--- config.mk ---
export PLATFORM = sky130hd
export DESIGN_NAME = inst_fetch_unit
export DESIGN_NICKNAME = d
export VERILOG_FILES = /design/src/rtl/inst_fetch_unit.sv
export SDC_FILE = /design/constraint.sdc
export NUM_CORES = 1
export LEC_CHECK = 0
export BUFFER_PORTS_ARGS = -buffer_cell sky130_fd_sc_hd__buf_2
export CORE_MARGIN = 2
export CORE_UTILIZATION = 55
export DETAILED_ROUTE_END_ITERATION = 10
export HOLD_SLACK_MARGIN = 0.06
export PLACE_DENSITY = 0.78
export REMOVE_ABC_BUFFERS = 1
export SYNTH_ARGS = -nofsm -noshare
export SYNTH_HDL_FRONTEND = slang
export SYNTH_SLANG_ARGS = --single-unit
--- constraint.sdc ---
create_clock -name clk -period 2.7 [get_ports clk]
set_clock_uncertainty 0.05 [all_clocks]
set_input_delay 0 -clock clk [delete_from_list [all_inputs] [get_ports clk]]
set_output_delay 0 -clock clk [all_outputs]
set_load 0.01 [all_outputs]
--- src/rtl/inst_fetch_unit.sv ---
// inst_fetch_unit: fetches the word at pc_in over a req/ack memory port into a one-entry buffer,
// stalling the core until it hits and faulting on misaligned PCs or memory timeouts.
module inst_fetch_unit #(
  parameter logic [31:0] RESET_INST = 32'h0000_0013,
  parameter int          TIMEOUT    = 255
) (
  input  logic        clk,
  input  logic        rst,
  input  logic [31:0] pc_in,
  input  logic        flush,
  output logic [31:0] inst_out,
  output logic        inst_valid,
  output logic        cpu_stall,
  output logic        fetch_fault,
  output logic        imem_req,
  output logic [31:0] imem_addr,
  input  logic        imem_ack,
  input  logic [31:0] imem_rdata,
  output logic [31:0] fetch_count
);
  typedef enum logic [1:0] {IDLE, WAIT, FAULT} state_t;
  localparam logic [7:0] T_LAST = 8'(TIMEOUT - 1);
  state_t      state, state_n;
  logic [31:0] buf_pc, buf_inst, req_pc, fault_pc;
  logic        buf_valid, discard, hit, start, fill, expire;
  logic [7:0]  cnt;
  assign hit         = buf_valid && buf_pc == pc_in;
  assign fetch_fault = state == FAULT;
  assign inst_valid  = hit && !fetch_fault;
  assign cpu_stall   = ~inst_valid;
  assign inst_out    = inst_valid ? buf_inst : RESET_INST;
  always_comb begin
    state_n = state;
    start   = 1'b0;
    fill    = 1'b0;
    expire  = 1'b0;
    case (state)
      IDLE: if (!hit) begin
        start   = pc_in[1:0] == 2'b00;
        state_n = start ? WAIT : FAULT;
      end
      WAIT: if (imem_ack) begin
        fill    = !discard && !flush;
        state_n = IDLE;
      end else if (cnt == T_LAST) begin
        expire  = 1'b1;
        state_n = FAULT;
      end
      FAULT:   state_n = (flush || pc_in != fault_pc) ? IDLE : FAULT;
      default: state_n = IDLE;
    endcase
  end
  always_ff @(posedge clk or negedge rst) begin
    if (!rst) begin
      state       <= IDLE;
      buf_pc      <= '0;
      buf_inst    <= '0;
      buf_valid   <= 1'b0;
      req_pc      <= '0;
      fault_pc    <= '0;
      imem_req    <= 1'b0;
      imem_addr   <= '0;
      discard     <= 1'b0;
      cnt         <= '0;
      fetch_count <= '0;
    end else begin
      state     <= state_n;
      buf_valid <= flush ? 1'b0 : (fill ? 1'b1 : buf_valid);
      if (start) begin
        imem_req  <= 1'b1;
        imem_addr <= {pc_in[31:2], 2'b00};
        req_pc    <= pc_in;
        cnt       <= '0;
        discard   <= 1'b0;
      end
      if (state == WAIT) begin
        if (imem_ack || expire) imem_req <= 1'b0;
        else cnt <= cnt + 8'd1;
        discard <= !imem_ack && (discard || flush);
      end
      // A timed-out fetch is blamed on the PC it was issued for, not whatever pc_in has become
      if (state == IDLE && state_n == FAULT) fault_pc <= pc_in;
      if (expire) fault_pc <= req_pc;
      if (fill) begin
        buf_pc      <= req_pc;
        buf_inst    <= imem_rdata;
        fetch_count <= fetch_count + 32'd1;
      end
    end
  end
endmodule

### Word-level counts from Yosys, hierarchy flattened

Cells that the tools add are included.

| word-level totals | value |
|---|---|
| register bits after elaboration | 203 |
| bits of input ports | 68 |
| output and inout port bits | 100 |
| word-level logic and storage cells | 63 |

| cells by class | value |
|---|---|
| $add $sub $neg | 2 |
| equality and inequality tests | 6 |
| multiplexer cells | 26 |
| bitwise logic cells | 1 |
| reductions and logical operators | 17 |

Operators by type and width:

| operator | count |
|---|---|
| two-way mux 32 bit | 3 |
| adder 32 x 1 -> 32 bit (second input constant) | 1 |
| == test 32 bit | 1 |
| inequality test 32 bit | 1 |
| two-way mux 8 bit | 3 |
| two-way mux 1 bit | 14 |
| two-way mux 2 bit | 5 |
| adder 8 x 1 -> 8 bit (second input constant) | 1 |
| == test 8 bit (second input constant) | 1 |
| case mux 2 bit (3 select lines) | 1 |
| nonzero test 2 bit | 3 |
| logical AND 1 bit | 5 |
| == test 2 bit (second input constant) | 2 |
| logical NOT 1 bit | 4 |
| logical NOT 2 bit | 2 |
| logical OR 1 bit | 3 |
| == test 2 x 1 -> 1 bit (second input constant) | 1 |
| inverter 1 bit | 1 |

### Longest topological paths before layout

Gate-level depths: netlist of run 1.

| depth | value |
|---|---|
| depth in word-level cells | 8 |
| mapped depth | 9 |
| mapped depth without buffers | 7 |

### Worst setup path before layout of run 1

OpenSTA, ideal clock, no wires.

| timing | value |
|---|---|
| path kind | flip-flop to flip-flop |
| start | reg buf_pc[0] |
| end | reg req_pc[10] |
| setup time | 0.127 ns |
| arrival | 2.115 ns |
| required time | 2.523 ns |
| path slack | 0.407 ns |
| cell stages (with the launch flop) | 9 |
| path buffers | 2 |
| clock period less this slack | 2.293 ns |
| cells stage by stage | dfrtp_1 > xnor2_1 > nand4_1 > or4_4 > nor3_4 > or2_1 > buf_4 > buf_6 > mux2_1 |

| on the way | value |
|---|---|
| cells in the longest elaborated chain, start to end | 4 |

Ends and longest elaborated chain:

| element | RTL line | RTL |
|---|---|---|
| start, declared | 24 | `logic [31:0] buf_pc, buf_inst, req_pc, fault_pc;` |
| start signal, assigned | 85 | `buf_pc <= req_pc;` |
| == test 32 bit | 27 | `assign hit = buf_valid && buf_pc == pc_in;` |
| logical AND 1 bit | 27 |  |
| two-way mux 1 bit | 38 | `IDLE: if (!hit) begin` |
| two-way mux 1 bit | 37 | `case (state)` |
| end signal, assigned | 72 | `req_pc <= pc_in;` |
| end, declared | 24 |  |

No other way between the ends.
A chain may end at the register's enable or synchronous reset.

### Final worst setup path of run 1

| timing | value |
|---|---|
| start | reg buf_pc[6] |
| end | reg discard |

| on the way | value |
|---|---|
| cells in the longest elaborated chain, start to end | 5 |

Ends and longest elaborated chain:

| element | RTL line | RTL |
|---|---|---|
| == test 32 bit | 27 |  |
| logical AND 1 bit | 27 |  |
| two-way mux 1 bit | 38 |  |
| two-way mux 1 bit | 37 |  |
| nonzero test 2 bit (no source line) | n/a |  |
| end signal, assigned | 79 | `discard <= !imem_ack && (discard \|\| flush);` |
| end, declared | 25 | `logic buf_valid, discard, hit, start, fill, expire;` |

No other way between the ends.

==> results of run 1 <==
## worst min-delay path by stage
stage / end / cells after the start / slack, ns
5_1_grt: buf_pc[28] / 2 / 0.20
3_5_place_dp: buf_pc[28] / 1 / 0.05
2_1_floorplan: buf_inst[0] / 0 / -0.35
3_3_place_gp: buf_pc[17] / 1 / 0.06
4_1_cts: buf_pc[28] / 2 / 0.19
6_report: buf_pc[28] / 2 / 0.11
## metrics by stage
step / utilization / hold WS, ns / area, sq um / worst slack (ns) / cells
final: 0.702 / 0.109 / 10600 / 0.0892 / 1213
after global placement: 0.616 / 0.0550 / 9290 / 0.308 / 1111
after CTS: 0.698 / 0.187 / 10500 / 0.0267 / 1210
after global routing: 0.702 / 0.203 / 10600 / -0.0286 / 1213
after detailed placement: 0.616 / 0.0527 / 9290 / 0.227 / 1111
after floorplan: - / -0.346 / 8020 / -1.06 / 736
## metal layers
metal,GRT usage,vias to the layer above,wire (um)
met3,0.0593,53,1170
met2,0.444,241,10600
met4,0.0976,0,573
met5,0,-,0
li1,-,3129,-
met1,0.348,3341,8940
## cell families after synthesis
kind of cell	synth area share
DFF	0.512
other	0.000444
and+or+nand+nor	0.193
adders and majority gates	0.00444
xor gates and xnor gates	0.101
buffers and inverters	0.0544
muxes	0.0826
AOI/OAI and AO/OA	0.0523
## repair_timing
action,4_1_cts,5_1_grt
gates resized for setup,1,5
gates cloned,0,1
pin swaps,0,2
endpoints found under the setup margin,29,30
hold endpoints to repair,174,0
hold buffers,69,0
buffers inserted,0,2
## power breakdown
| part | leakage (nW) | internal, W | total [W] | switching [W] |
|---|---|---|---|---|
| Sequential | 2.22 | 0.00342 | 0.00407 | 0.000643 |
| Combinational | 2.84 | 0.00118 | 0.00227 | 0.00109 |
| Clock | 0.265 | 0.00132 | 0.00229 | 0.000966 |
| Total | 5.33 | 0.00593 | 0.00863 | 0.00270 |
## state kept, by name, summed over array words and instances (netlist names)
signal and flops:
buf_pc 32, imem_req 1, req_pc 32, buf_valid 1, state 2, cnt 8, fetch_count 32, fault_pc 32
discard 1, buf_inst 32
## synthesized netlist by cell type (all sizes together)
master,number,share of area
dfrtp,173,0.51
nand2,155,0.069
mux2,62,0.083
xnor2,51,0.053
nor2,50,0.022
buf,47,0.039
xor2,46,0.048
and2,34,0.025
and3,33,0.024
a221o,30,0.036
clkbuf,26,0.012
nand4,20,0.015
nand3,13,0.0077
nor4,13,0.010
inv,8,0.0036
o21ai,8,0.0047
nand2b,5,0.0037
and4,4,0.0041
nor3,4,0.0037
o211ai,4,0.0036
ha,3,0.0044
o21a,3,0.0027
or2,3,0.0022
a21oi,2,0.0012
o22ai,2,0.0015
or4,2,0.0022
a2bb2oi,1,0.0010
a41oi,1,0.0010
and4bb,1,0.0015
conb,1,0.00044
o311ai,1,0.0010
or3,1,0.00074
or3b,1,0.0010
## final cells by class
type | instances | share of cell area
sequential | 173 | 0.408
multi-input combinational | 555 | 0.347
timing repair buffer | 259 | 0.168
clock buffer | 23 | 0.0451
tap | 188 | 0.0222
clock inverter | 7 | 0.00614
inverter | 8 | 0.00283
==> metrics.txt, run 1 <==
outcome finished clean; kind of critical path reg2reg; vias after detailed routing 6764; PortBufs 165; Worst EP required 3.01 ns; Slew HR 0.488; antenna violations before repair 0; drt total wl 21.3 mm; share of cells above drive strength 1 0.256; Critical Path Fanout Max 10; maxcap violations 0; area of the multi-input gates 0.00368 sq mm; Buf+Inv Stages, Crit Path 3; crit-path max cell delay 0.54 ns; most common cell after layout, fill and taps aside dfrtp_1; Syn-to-layout area delta 25.4%; CTS buffer count 17; crit-path cells xor2_1 -> nor4_1 -> nand4_1 -> nor3_4 -> buf_12 -> buf_6 -> o311ai_0 -> nand2_1 -> dlygate4sd3_1; post-layout net count 1085; die area 0.0164 sq mm; TritonCTS clock tree done; Max VDD drop 0.000532 V; Worst R2R Start buf_pc[6]; core area 0.0151 sq mm; worst reg2reg endpoint discard; Hold Crit Class in2async; CP delay by family, top simple AND/OR/NAND/NOR gates; Seq cells post-synth 173; pin count of the biggest net entering global routing 82; synth warn 0; Fill cells 1093; Tcrit/Tclk final 0.967; CP startpoint kind flop; WL/cell 17.5 um; CP Capture Point discard; Design Power 0.00863 W; leakage 5.33 nW; Synth Instances 808; Pwr Density 815 mW/mm^2; first-pass GRT wire length 34.1 mm; Worst-path clk slew 0.06 ns; vias in the first global route 6730; Die Wd 128 um; Unique masters post-synth 41; DP HPWL 13.7 mm; first-pass detailed-route iteration total 7; Total Routing Usage GR 0.268; netlist area before placement 0.00845 sq mm; CP arrival 2.92 ns; crit path launch buf_pc[6]; R2R setup slack 0.09 ns; # setup viols final 0; Clock Latency Late Sink 0.43 ns; Initial Utilization 0.560; Crit. path cell count 9; Root Driver clkbuf_16; gp weighted congestion 0.802; mean post-synth cell area 10.5 sq um; DRC viols 0; commonest non-fill, non-tap cells in the layout 173 x dfrtp_1, 164 x buf_2, 155 x nand2_1, 69 x dlygate4sd3_1, 51 x xnor2_1; Peak Freq 383 MHz; clk sinks 173; setup_tns 0 ns; post-route ant nets 0; total grt overflow 0; sequential cell area 0.00433 sq mm; Vias/cell 5.58; Seq/Total Area, Yosys 0.512; FF-to-FF path depth 9; final slew viol count 0; # IOs 168; Worst-Margin Slew 0.768 ns; die height 128 um; number of diodes 0; clk buf depth 2; row cnt 45; crit end category flop; DRT iter0 DRCs 386; final hold violation count 0; H-Tree Depth 4; Slowest cell on crit path dlygate4sd3_1; post-layout min period 2.61 ns
No activity file was read; power rests on OpenSTA's default activity.
==> run 2: changes to the inputs <==
--- a/config.mk
+++ b/config.mk
@@ -5,12 +5,13 @@
 export SDC_FILE = /design/constraint.sdc
 export NUM_CORES = 1
 export LEC_CHECK = 0
+export ABC_AREA = 1
 export BUFFER_PORTS_ARGS = -buffer_cell sky130_fd_sc_hd__buf_2
 export CORE_MARGIN = 2
 export CORE_UTILIZATION = 55
 export DETAILED_ROUTE_END_ITERATION = 10
 export HOLD_SLACK_MARGIN = 0.06
-export PLACE_DENSITY = 0.78
+export PLACE_DENSITY = 0.77
 export REMOVE_ABC_BUFFERS = 1
 export SYNTH_ARGS = -nofsm -noshare
 export SYNTH_HDL_FRONTEND = slang
==> run 2 against run 1 <==
Fmax up 9.2%. Global-route usage down 0.32 points. Clock power about the same. Wire length up 4.3%. Cell area up 2.4%. Sequential power up 1%. Largest cell class unchanged. Largest power group unchanged. Highest routed layer unchanged.
==> metrics.txt, run 2 <==
Worst-Margin Slew 0.744 ns (-0.0246 ns); total grt overflow 0 (unchanged); H-Tree Depth 4 (unchanged); Buf+Inv Stages, Crit Path 3 (unchanged); DP HPWL 14.8 mm (+8.6%); hold_buf cts 69 (unchanged); pin count of the biggest net entering global routing 125 (+52%); Total Routing Usage GR 0.265 (-0.00319); # IOs 168 (unchanged); vias in the first global route 7222 (+7.3%); Synth area leaders dfrtp_1 49%, nand2_1 15%, o21ai_0 5.6%, inv_1 5.5%, xnor2_1 4.1%; CP delay by family, top simple AND/OR/NAND/NOR gates; worst reg2reg endpoint fault_pc[18]; post-layout net count 1393 (+28%); post-route ant nets 0 (unchanged); Post-CTS Setup Bufs 0 (unchanged); die height 131 um (+2.4%); share of cells above drive strength 1 0.176 (-0.0793); final hold violation count 0 (unchanged); outcome finished clean; crit path launch buf_pc[14]; PortBufs 165 (unchanged); WL/cell 14.3 um (-18%); Critical Path Fanout Max 24 (+14); Die Wd 131 um (+2.4%); die area 0.0171 sq mm (+4.8%); DRT iter0 DRCs 534 (+38%); vias after detailed routing 7834 (+16%); Worst R2R Start buf_pc[14]; first-pass detailed-route iteration total 5 (-2); CP startpoint kind flop; PostCTS Resize Cnt 0 (-1); post-layout min period 2.39 ns (-0.221 ns); CP arrival 2.34 ns (-0.58 ns); Tcrit/Tclk final 0.885 (-0.0819); TritonCTS clock tree done; clk sinks 173 (unchanged); Seq/Total Area, Yosys 0.488 (-0.0240); clk buf depth 2 (unchanged); drt total wl 22.2 mm (+4.3%); number of diodes 0 (unchanged); Post-synth ARST share 1.00 (unchanged); Crit path top cell by count nand2_1; Root Driver clkbuf_16; GR Util met1 0.350 (+0.00228); antenna violations before repair 0 (unchanged); row cnt 46 (+2.2%); R2R setup slack 0.50 ns (+0.41 ns); Slew HR 0.502 (+0.0147); Syn-to-layout area delta 22.4%; number of enable flip-flop cells after synthesis 0 (unchanged); Synth Instances 1129 (+40%); commonest non-fill, non-tap cells in the layout 345 x nand2_1, 173 x dfrtp_1, 164 x buf_2, 131 x inv_1, 100 x o21ai_0; Design Power 0.00893 W (+3.4%); final slew viol count 0 (unchanged); Worst-path clk slew 0.06 ns (about the same); RSZ-0062 raised after global routing no; Synth area leader dfrtp_1; top-area cell type share of the netlist area 0.488 (-0.0240); netlist area before placement 0.00886 sq mm (+4.9%); leakage 5.62 nW (+5.3%); FF-to-FF path depth 12 (+3); Fill cells 1265 (+16%); Worst EP required 2.65 ns (-0.36 ns); Synth Flop Type dfrtp_1; Hold WS 0.0840 ns (-0.0248 ns); GR Util met3 0.0480 (-0.0112); most frequent cells after synthesis 345 x nand2_1, 173 x dfrtp_1, 131 x inv_1, 100 x o21ai_0, 78 x nor2_1; global routing's busiest layer met2; CTS buffer count 17 (unchanged); Max VDD drop 0.000487 V (-8.4%); Initial Utilization 0.560 (about the same); met2 usage 0.427 (-0.0175); first-pass GRT wire length 35.1 mm (+3.0%); synth warn 0 (unchanged); Vias/cell 5.06 (-9.3%); # setup viols final 0 (unchanged); crit-path max cell delay 0.37 ns (-0.17 ns); most common cell after layout, fill and taps aside nand2_1; CP Capture Point inst_out[0]; kind of critical path reg2out; Peak Freq 418 MHz (+9.2%); gp weighted congestion 0.823 (+2.6%); crit end category primary output; core area 0.0158 sq mm (+4.9%); mean post-synth cell area 7.85 sq um (-25%); Seq cells post-synth 173 (unchanged); Crit. path cell count 11 (+2); most frequent cell after synthesis nand2_1; Pwr Density 823 mW/mm^2 (+0.99%); crit-path cells inv_1 -> nand2_1 -> nand2_1 -> nand2_1 -> nor2_1 -> nand2_1 -> nor2_1 -> nand4_1 -> buf_4 -> or2_2 -> buf_2; DRC viols 0 (unchanged); Unique masters post-synth 28 (-32%); maxcap violations 0 (unchanged); Slowest cell on crit path dfrtp_1; Clock Latency Late Sink 0.43 ns (about the same); Hold Crit Class in2async
## run 2: cell count changes after synthesis, sizes merged, moves of 10 or more
cell,previous run,this run
nor2,50,84
nor3,4,17
xor2,46,25
a221o,30,0
and3,33,0
o21ai,8,130
nand2,155,348
mux2,62,0
and2,34,0
xnor2,51,41
inv,8,142
nor4,13,0
nand3,13,54
## run 2: how the worst min path moves through the flow
stage	endpoint	start	slack (ns)	cells past startpoint
global route	fetch_count[17]	rst	0.16	2
floorplan	buf_inst[0]	rst	-0.35	0
detailed placement	fetch_count[16]	rst	-0.01	1
global placement	fetch_count[16]	rst	-0.02	1
CTS	fetch_count[10]	rst	0.11	2
finish	fetch_count[21]	rst	0.08	2
## run 2: power breakdown
group	total [W]	switching (W)	internal (W)
clock network	0.00232	0.000965	0.00135
registers	0.00411	0.000597	0.00352
logic	0.00250	0.00149	0.00101
total	0.00893	0.00305	0.00587
## run 2: layer usage
layer,share of wire,vias to the layer above
met5,0,-
met4,0.030,0
met3,0.071,53
met2,0.46,288
met1,0.44,3629
li1,-,3864
## run 2: kinds of logic after synthesis
| kind of cell | count (synthesis) | synth area share |
|---|---|---|
| compound gates | 142 | 0.0813 |
| flops | 173 | 0.488 |
| buf+inv | 215 | 0.114 |
| fa+ha+maj | 3 | 0.00424 |
| xor+xnor | 66 | 0.0652 |
| simple gates | 529 | 0.247 |
| other cells | 1 | 0.000423 |
## run 2: through the flow
stage	util	cell area, sq um	TNS, ns	std cells	setup slack [ns]
after floorplan	-	8390	-4.44	1057	-0.136
after detailed placement	0.607	9610	0	1450	0.522
after global placement	0.607	9610	0	1450	0.604
final	0.686	10900	0	1549	0.310
after CTS	0.686	10900	0	1549	0.305
after global routing	0.686	10900	0	1549	0.156
## run 2: final cells by class
cell class	instances	area, sq um	area share
clock buffer	23	488	0.0450
inverter	142	533	0.0491
timing repair buffer	246	1640	0.151
clock inverter	7	63.8	0.00588
sequential	173	4330	0.399
multi-input combinational	742	3530	0.325
tap	216	270	0.0249
